File: src/rtl/frankie_isa_pkg.sv
// Frankie ISA definitions shared by the fetch stage.
//   - Opcode constants (OP_APUT..OP_SWAP legal range, reserved SHFL slots, OP_NOP)
//   - Instruction field positions
//   - Fetch FSM state encoding
//   - is_reserved_op(): opcode legality helper, used when IFETCH_ILLEGAL_TRAP_EN is defined
package frankie_isa_pkg;

  // Opcode space: 0..23 are assignable; 17 and 18 are reserved SHFL variants.
  localparam logic [4:0] OP_APUT      = 5'b00000;
  localparam logic [4:0] OP_SHFL_RSV0 = 5'b10001;
  localparam logic [4:0] OP_SHFL_RSV1 = 5'b10010;
  localparam logic [4:0] OP_SWAP      = 5'b10111;
  localparam logic [4:0] OP_NOP       = 5'b11111;

  // Instruction word layout: {opcode[4:0], flag, imm[9:0]}
  localparam int unsigned OPC_MSB  = 15;
  localparam int unsigned OPC_LSB  = 11;
  localparam int unsigned FLAG_BIT = 10;
  localparam int unsigned IMM_W    = 10;

  typedef enum logic [1:0] {
    S_IDLE = 2'd0,
    S_REQ  = 2'd1,
    S_WAIT = 2'd2,
    S_HOLD = 2'd3
  } fetch_state_e;

  // True for opcodes that must never reach the control unit.
  function automatic logic is_reserved_op(input logic [4:0] opc);
    return (opc > OP_SWAP) || (opc == OP_SHFL_RSV0) || (opc == OP_SHFL_RSV1);
  endfunction

endpackage

File: src/rtl/ifetch_ir_split.sv
// Combinational split of the IR into control-unit fields.
// While no instruction is held, presents NOP_OPCODE and zero flag/imm so the
// control unit asserts no write enables.
// Ports:
//   ir          in   16  instruction register
//   ir_valid    in   1   IR holds an instruction being executed
//   illegal     in   1   captured instruction was trapped (IFETCH_ILLEGAL_TRAP_EN only)
//   OPCODE      out  5   IR opcode or NOP_OPCODE
//   flagbit     out  1   IR flag bit or 0
//   imm         out  10  IR immediate or 0
//   illegal_op  out  1   trapped instruction in hold (IFETCH_ILLEGAL_TRAP_EN only)
module ifetch_ir_split
  import frankie_isa_pkg::*;
#(
  parameter logic [4:0] NOP_OPCODE = OP_NOP
) (
  input  logic [15:0]      ir,
  input  logic             ir_valid,
`ifdef IFETCH_ILLEGAL_TRAP_EN
  input  logic             illegal,
  output logic             illegal_op,
`endif
  output logic [4:0]       OPCODE,
  output logic             flagbit,
  output logic [IMM_W-1:0] imm
);

  always_comb begin
    OPCODE  = NOP_OPCODE;
    flagbit = 1'b0;
    imm     = '0;
    if (ir_valid) begin
      OPCODE  = ir[OPC_MSB:OPC_LSB];
      flagbit = ir[FLAG_BIT];
      imm     = ir[IMM_W-1:0];
    end
  end

`ifdef IFETCH_ILLEGAL_TRAP_EN
  assign illegal_op = ir_valid & illegal;
`endif

endmodule

File: src/rtl/instruction_fetch.sv
// Fetch stage of the Frankie CPU.
// Reads one 16-bit instruction at the datapath PC over a req/ack handshake, holds
// it in the IR until exec_done, and retries the same address after ACK_TIMEOUT
// wait cycles without ack (pulsing fetch_err).
// Optional macro IFETCH_ILLEGAL_TRAP_EN: reserved opcodes are replaced by NOP_OPCODE
// on capture and flagged on illegal_op during hold.
// Ports:
//   CLK, reset_n (sync active-low), run, pc[AW], exec_done
//   imem_req, imem_addr[AW], imem_ack, imem_rdata[16]
//   OPCODE[5], flagbit, imm[10], ir_valid, fetch_err, busy, [illegal_op]
module instruction_fetch
  import frankie_isa_pkg::*;
#(
  parameter int unsigned AW          = 16,
  parameter int unsigned ACK_TIMEOUT = 15,
  parameter logic [4:0]  NOP_OPCODE  = OP_NOP
) (
  input  logic             CLK,
  input  logic             reset_n,
  input  logic             run,
  input  logic [AW-1:0]    pc,
  input  logic             exec_done,
  output logic             imem_req,
  output logic [AW-1:0]    imem_addr,
  input  logic             imem_ack,
  input  logic [15:0]      imem_rdata,
  output logic [4:0]       OPCODE,
  output logic             flagbit,
  output logic [IMM_W-1:0] imm,
  output logic             ir_valid,
  output logic             fetch_err,
  output logic             busy
`ifdef IFETCH_ILLEGAL_TRAP_EN
  ,
  output logic             illegal_op
`endif
);

  localparam logic [7:0] TimeoutCnt = 8'(ACK_TIMEOUT);

  fetch_state_e  state_q, state_d;
  logic [7:0]    cnt_q, cnt_d;
  logic [15:0]   ir_q, ir_d;
  logic [AW-1:0] addr_q, addr_d;
  logic          err_q, err_d;
  logic          illegal_q, illegal_d;

  always_comb begin
    state_d   = state_q;
    cnt_d     = cnt_q;
    ir_d      = ir_q;
    addr_d    = addr_q;
    err_d     = 1'b0;
    illegal_d = illegal_q;

    unique case (state_q)
      S_IDLE: begin
        if (run) begin
          state_d = S_REQ;
          addr_d  = pc;
          cnt_d   = '0;
        end
      end
      S_REQ, S_WAIT: begin
        if (imem_ack) begin
          state_d   = S_HOLD;
          cnt_d     = '0;
          ir_d      = imem_rdata;
          illegal_d = 1'b0;
`ifdef IFETCH_ILLEGAL_TRAP_EN
          if (is_reserved_op(imem_rdata[OPC_MSB:OPC_LSB])) begin
            ir_d[OPC_MSB:OPC_LSB] = NOP_OPCODE;
            illegal_d             = 1'b1;
          end
`endif
        end else if (state_q == S_REQ) begin
          state_d = S_WAIT;
          cnt_d   = 8'd1;
        end else if (cnt_q == TimeoutCnt) begin
          // Retry the same address; imem_addr is left untouched.
          state_d = S_REQ;
          cnt_d   = '0;
          err_d   = 1'b1;
        end else if (cnt_q != 8'hFF) begin
          cnt_d = cnt_q + 8'd1;
        end
      end
      S_HOLD: begin
        if (exec_done) begin
          if (run) begin
            state_d = S_REQ;
            addr_d  = pc;
          end else begin
            state_d = S_IDLE;
          end
        end
      end
      default: state_d = S_IDLE;
    endcase
  end

  always_ff @(posedge CLK) begin
    if (!reset_n) begin
      state_q   <= S_IDLE;
      cnt_q     <= '0;
      ir_q      <= '0;
      addr_q    <= '0;
      err_q     <= 1'b0;
      illegal_q <= 1'b0;
    end else begin
      state_q   <= state_d;
      cnt_q     <= cnt_d;
      ir_q      <= ir_d;
      addr_q    <= addr_d;
      err_q     <= err_d;
      illegal_q <= illegal_d;
    end
  end

  assign imem_req  = (state_q == S_REQ) || (state_q == S_WAIT);
  assign imem_addr = addr_q;
  assign ir_valid  = (state_q == S_HOLD);
  assign busy      = (state_q != S_IDLE);
  assign fetch_err = err_q;

`ifndef IFETCH_ILLEGAL_TRAP_EN
  // Trap flag only feeds illegal_op; without the feature it is constant zero.
  logic unused_illegal;
  assign unused_illegal = illegal_q;
`endif

  ifetch_ir_split #(
    .NOP_OPCODE (NOP_OPCODE)
  ) u_ir_split (
    .ir         (ir_q),
    .ir_valid   (ir_valid),
`ifdef IFETCH_ILLEGAL_TRAP_EN
    .illegal    (illegal_q),
    .illegal_op (illegal_op),
`endif
    .OPCODE     (OPCODE),
    .flagbit    (flagbit),
    .imm        (imm)
  );

endmodule

File: config.mk
export PLATFORM = sky130hd
export DESIGN_NAME = instruction_fetch
export DESIGN_NICKNAME = d
export VERILOG_FILES = /design/src/rtl/frankie_isa_pkg.sv /design/src/rtl/ifetch_ir_split.sv /design/src/rtl/instruction_fetch.sv
export SDC_FILE = /design/constraint.sdc
export NUM_CORES = 1
export LEC_CHECK = 0
export ABC_CLOCK_PERIOD_IN_PS = 2900
export CAP_MARGIN = 25
export CORE_MARGIN = 4
export CORE_UTILIZATION = 30
export DETAILED_ROUTE_END_ITERATION = 6
export PLACE_DENSITY = 0.64
export SKIP_LAST_GASP = 1
export SYNTH_ARGS = -nofsm -noshare
export SYNTH_HDL_FRONTEND = slang
export SYNTH_SLANG_ARGS = --single-unit
File: constraint.sdc
create_clock -name CLK -period 2.9 [get_ports CLK]
set_clock_uncertainty 0.05 [all_clocks]
set_input_delay 0.58 -clock CLK [delete_from_list [all_inputs] [get_ports CLK]]
set_output_delay 0.58 -clock CLK [all_outputs]
set_load 0.02 [all_outputs]
==> flow_metrics.tcl <==
set metrics [dict create \
    drive_gt1_frac 0.0598 \
    portBuffers 72 \
    path_clk_slew_ns 0.09 \
    die_area_um2 8000 \
    internal_power_mw 1.26 \
    p_leak_nw 1.11 \
    rrSetupSlack_ns 0.67 \
    hold_buffers 0 \
    fillers 615 \
    async_flop_share 0 \
    slew_headroom 0.597 \
    coreArea_um2 6390 \
    post-route-min-period_ns 2.69 \
    clockPowerShare 0.244 \
    dpl_cell_area_um2 2760 \
    critPathRequiredTime_ns 2.27 \
    netlist_top_cells_count "dfxtp_1, nand2_1, a21oi_1, nor2_1, mux2i_1" \
    cp_max_fo 20 \
    peakVddDrop_mv 0.308 \
    crit_arrival_ns 2.06 \
    grt_overflow 0 \
    power.density_nw_per_um2 664 \
    post-dp-hpwl_um 3520 \
    fp.dieW_um 89.5 \
    rsz0062_at_grt "no" \
    synth_seq_cells 43 \
    drt_iter0_markers 70 \
    min_from "ir_q[7]$_SDFFE_PN0P_" \
    ctsRootBufferMaster "clkbuf_8" \
    crit_chain "ha_1, and2_1, clkdlybuf4s50_1" \
    cp-end-kind "output pin" \
    wl_per_cell_um 12.9 \
    hold_viol 0 \
    fin_setup_tns_ns 0 \
    slowest_stage "clkdlybuf4s50_1" \
    clk_latency_ns 0.29 \
    synth_top_area_cell "dfxtp_1" \
    max_stage_delay_ns 0.60 \
    num_io_pins 73 \
    fin_area_um2 2870 \
    timing.final.crit_share 0.927 \
    grt_max_degree 38 \
    wirelength_um 4870 \
    max_cap_violations 0 \
    die_h_um 89.5 \
    sw_frac_of_total 0.341 \
    grt_pass1_wl_um 7600 \
    cts_num_sinks 43 \
    antenna_found_initial 0 \
    critPathLaunchType "flip-flop" \
    drtAntennaViolNets 0 \
    synthTopCellsByArea "dfxtp_1, mux2i_1, nand2_1" \
    post_cts_buffers 0 \
    numCtsBuffers 5 \
    tightest_slew_ns 0.604 \
    crit_start "state_q[0]$_SDFFE_PN0P_" \
    htreeDepth 2 \
    vias 1811 \
    drt_pass1_iterations 4 \
    fin_util 0.450 \
    synth_edf_count 0 \
    synth.distinct_cells 37 \
    final-setup-viol-count 0 \
    hp-class "reg -> reg" \
    cts_buffer_depth 2 \
    synth_top_area_frac 0.432 \
    syn-num-nets 273 \
    cts-resized-gates 0 \
    syn_area_um2 1990 \
    path_class "reg -> out" \
    syn_avg_cell_area_um2 8.66 \
    netSwitchingPower_mw 0.651 \
    synth_most_common_cell "dfxtp_1" \
    ys_seq_area_frac 0.432 \
    combPwrFrac 0.380 \
    synth_ff_type "dfxtp_1" \
    yosysWarnings 0 \
    post-route-drc-count 0 \
    drt-vias-per-instance 4.79 \
    p_seq_frac 0.376 \
    path_buf_inv 1 \
    fin_ws_ns 0.210 \
    area_growth_pct 44.4 \
    n_antenna_cell 0 \
    nets 343 \
    start_util 0.312 \
    fmax_ghz 0.372 \
    gp_congestion 0.816 \
    path_delay_family "buffers and inverters" \
    pre_cts_slack_ns 0.495 \
    power_mw 1.91 \
    syn_inst 230 \
    grt_pass1_vias 1689 \
    num_rows 29 \
    drv_slew 0 \
    cts_tree "yes" \
    grt_use_total 0.120 \
    r2r_start "state_q[0]$_SDFFE_PN0P_" \
    outcome "finished clean" \
]
## final timing paths
kind / end / cells past startpoint
worst max-delay path: imm[6] / 3
worst min-delay path: ir_q[7]$_SDFFE_PN0P_ / 2
worst max register to register: imem_addr[11]$_SDFFE_PN0P_ / 5
worst min register to register: ir_q[7]$_SDFFE_PN0P_ / 2
## area by class of cell
cell class | count | area [µm²] | area share
inverter | 6 | 22.5 | 0.00784
clock inverter | 3 | 43.8 | 0.0152
sequential | 43 | 861 | 0.300
clock buffer | 5 | 68.8 | 0.0239
multi-input combinational | 171 | 1050 | 0.367
timing repair buffer | 73 | 728 | 0.253
tap | 77 | 96.3 | 0.0335
## power groups by stage
stage / logic, mW / clock network, mW / registers (mW)
finish: 0.724 / 0.466 / 0.717
global route: 0.792 / 0.508 / 0.730
CTS: 0.733 / 0.485 / 0.719
detailed placement: 0.731 / 0 / 0.731
global placement: 0.727 / 0 / 0.730
floorplan: 0.447 / 0 / 0.765
## placed cells by master (no fill, tap or decap), types with 2 or more instances in the layout
| cell | synthesis | final |
|---|---|---|
| a21oi_1 | 27 | 27 |
| a311oi_1 | 2 | 2 |
| and2_1 | 13 | 13 |
| and3_1 | 3 | 3 |
| clkbuf_8 | 0 | 5 |
| clkdlybuf4s50_1 | 0 | 72 |
| dfxtp_1 | 43 | 43 |
| ha_1 | 6 | 6 |
| inv_1 | 6 | 6 |
| mux2i_1 | 18 | 18 |
| nand2_1 | 42 | 42 |
| nand2_2 | 2 | 2 |
| nand2b_1 | 6 | 6 |
| nand3_1 | 5 | 5 |
| nand4b_1 | 2 | 2 |
| nor2_1 | 19 | 19 |
| nor3_1 | 3 | 3 |
| o2111ai_1 | 2 | 2 |
| o21ai_0 | 3 | 3 |
| o22ai_1 | 2 | 2 |
## state kept, by name, indices dropped and copies added (netlist names)
name / cells
fetch_err: 1
state_q: 2
ir_q: 16
imem_addr: 16
cnt_q: 8
## metal layers
layer	GRT usage	wire, µm	vias up
li1	-	-	930
met1	0.148	2160	816
met2	0.198	2290	61
met3	0.0332	360	4
met4	0.0460	61	0
met5	0	0	-
## stage by stage
stage | instances | hold WS (ns)
after CTS | 378 | 0.405
after global routing | 378 | 0.433
after floorplan | 230 | 0.381
final | 378 | 0.402
after global placement | 370 | 0.387
after detailed placement | 370 | 0.392
## kinds of logic after synthesis
group,Yosys count,share of synthesized area
fa+ha+maj,6,0.0377
flops,43,0.432
buf+inv,16,0.0383
mux,19,0.0962
simple gates,101,0.248
compound gates,45,0.148
## worst register-to-register path: cells and delay by family, from the launching register on
family | cells | cell delay, ns
adders and majority gates | 1 | 0.56
muxes | 2 | 0.67
and+or+nand+nor | 2 | 0.45
DFF | 1 | 0.39
Note: power is estimated with default switching activity, not from simulation.
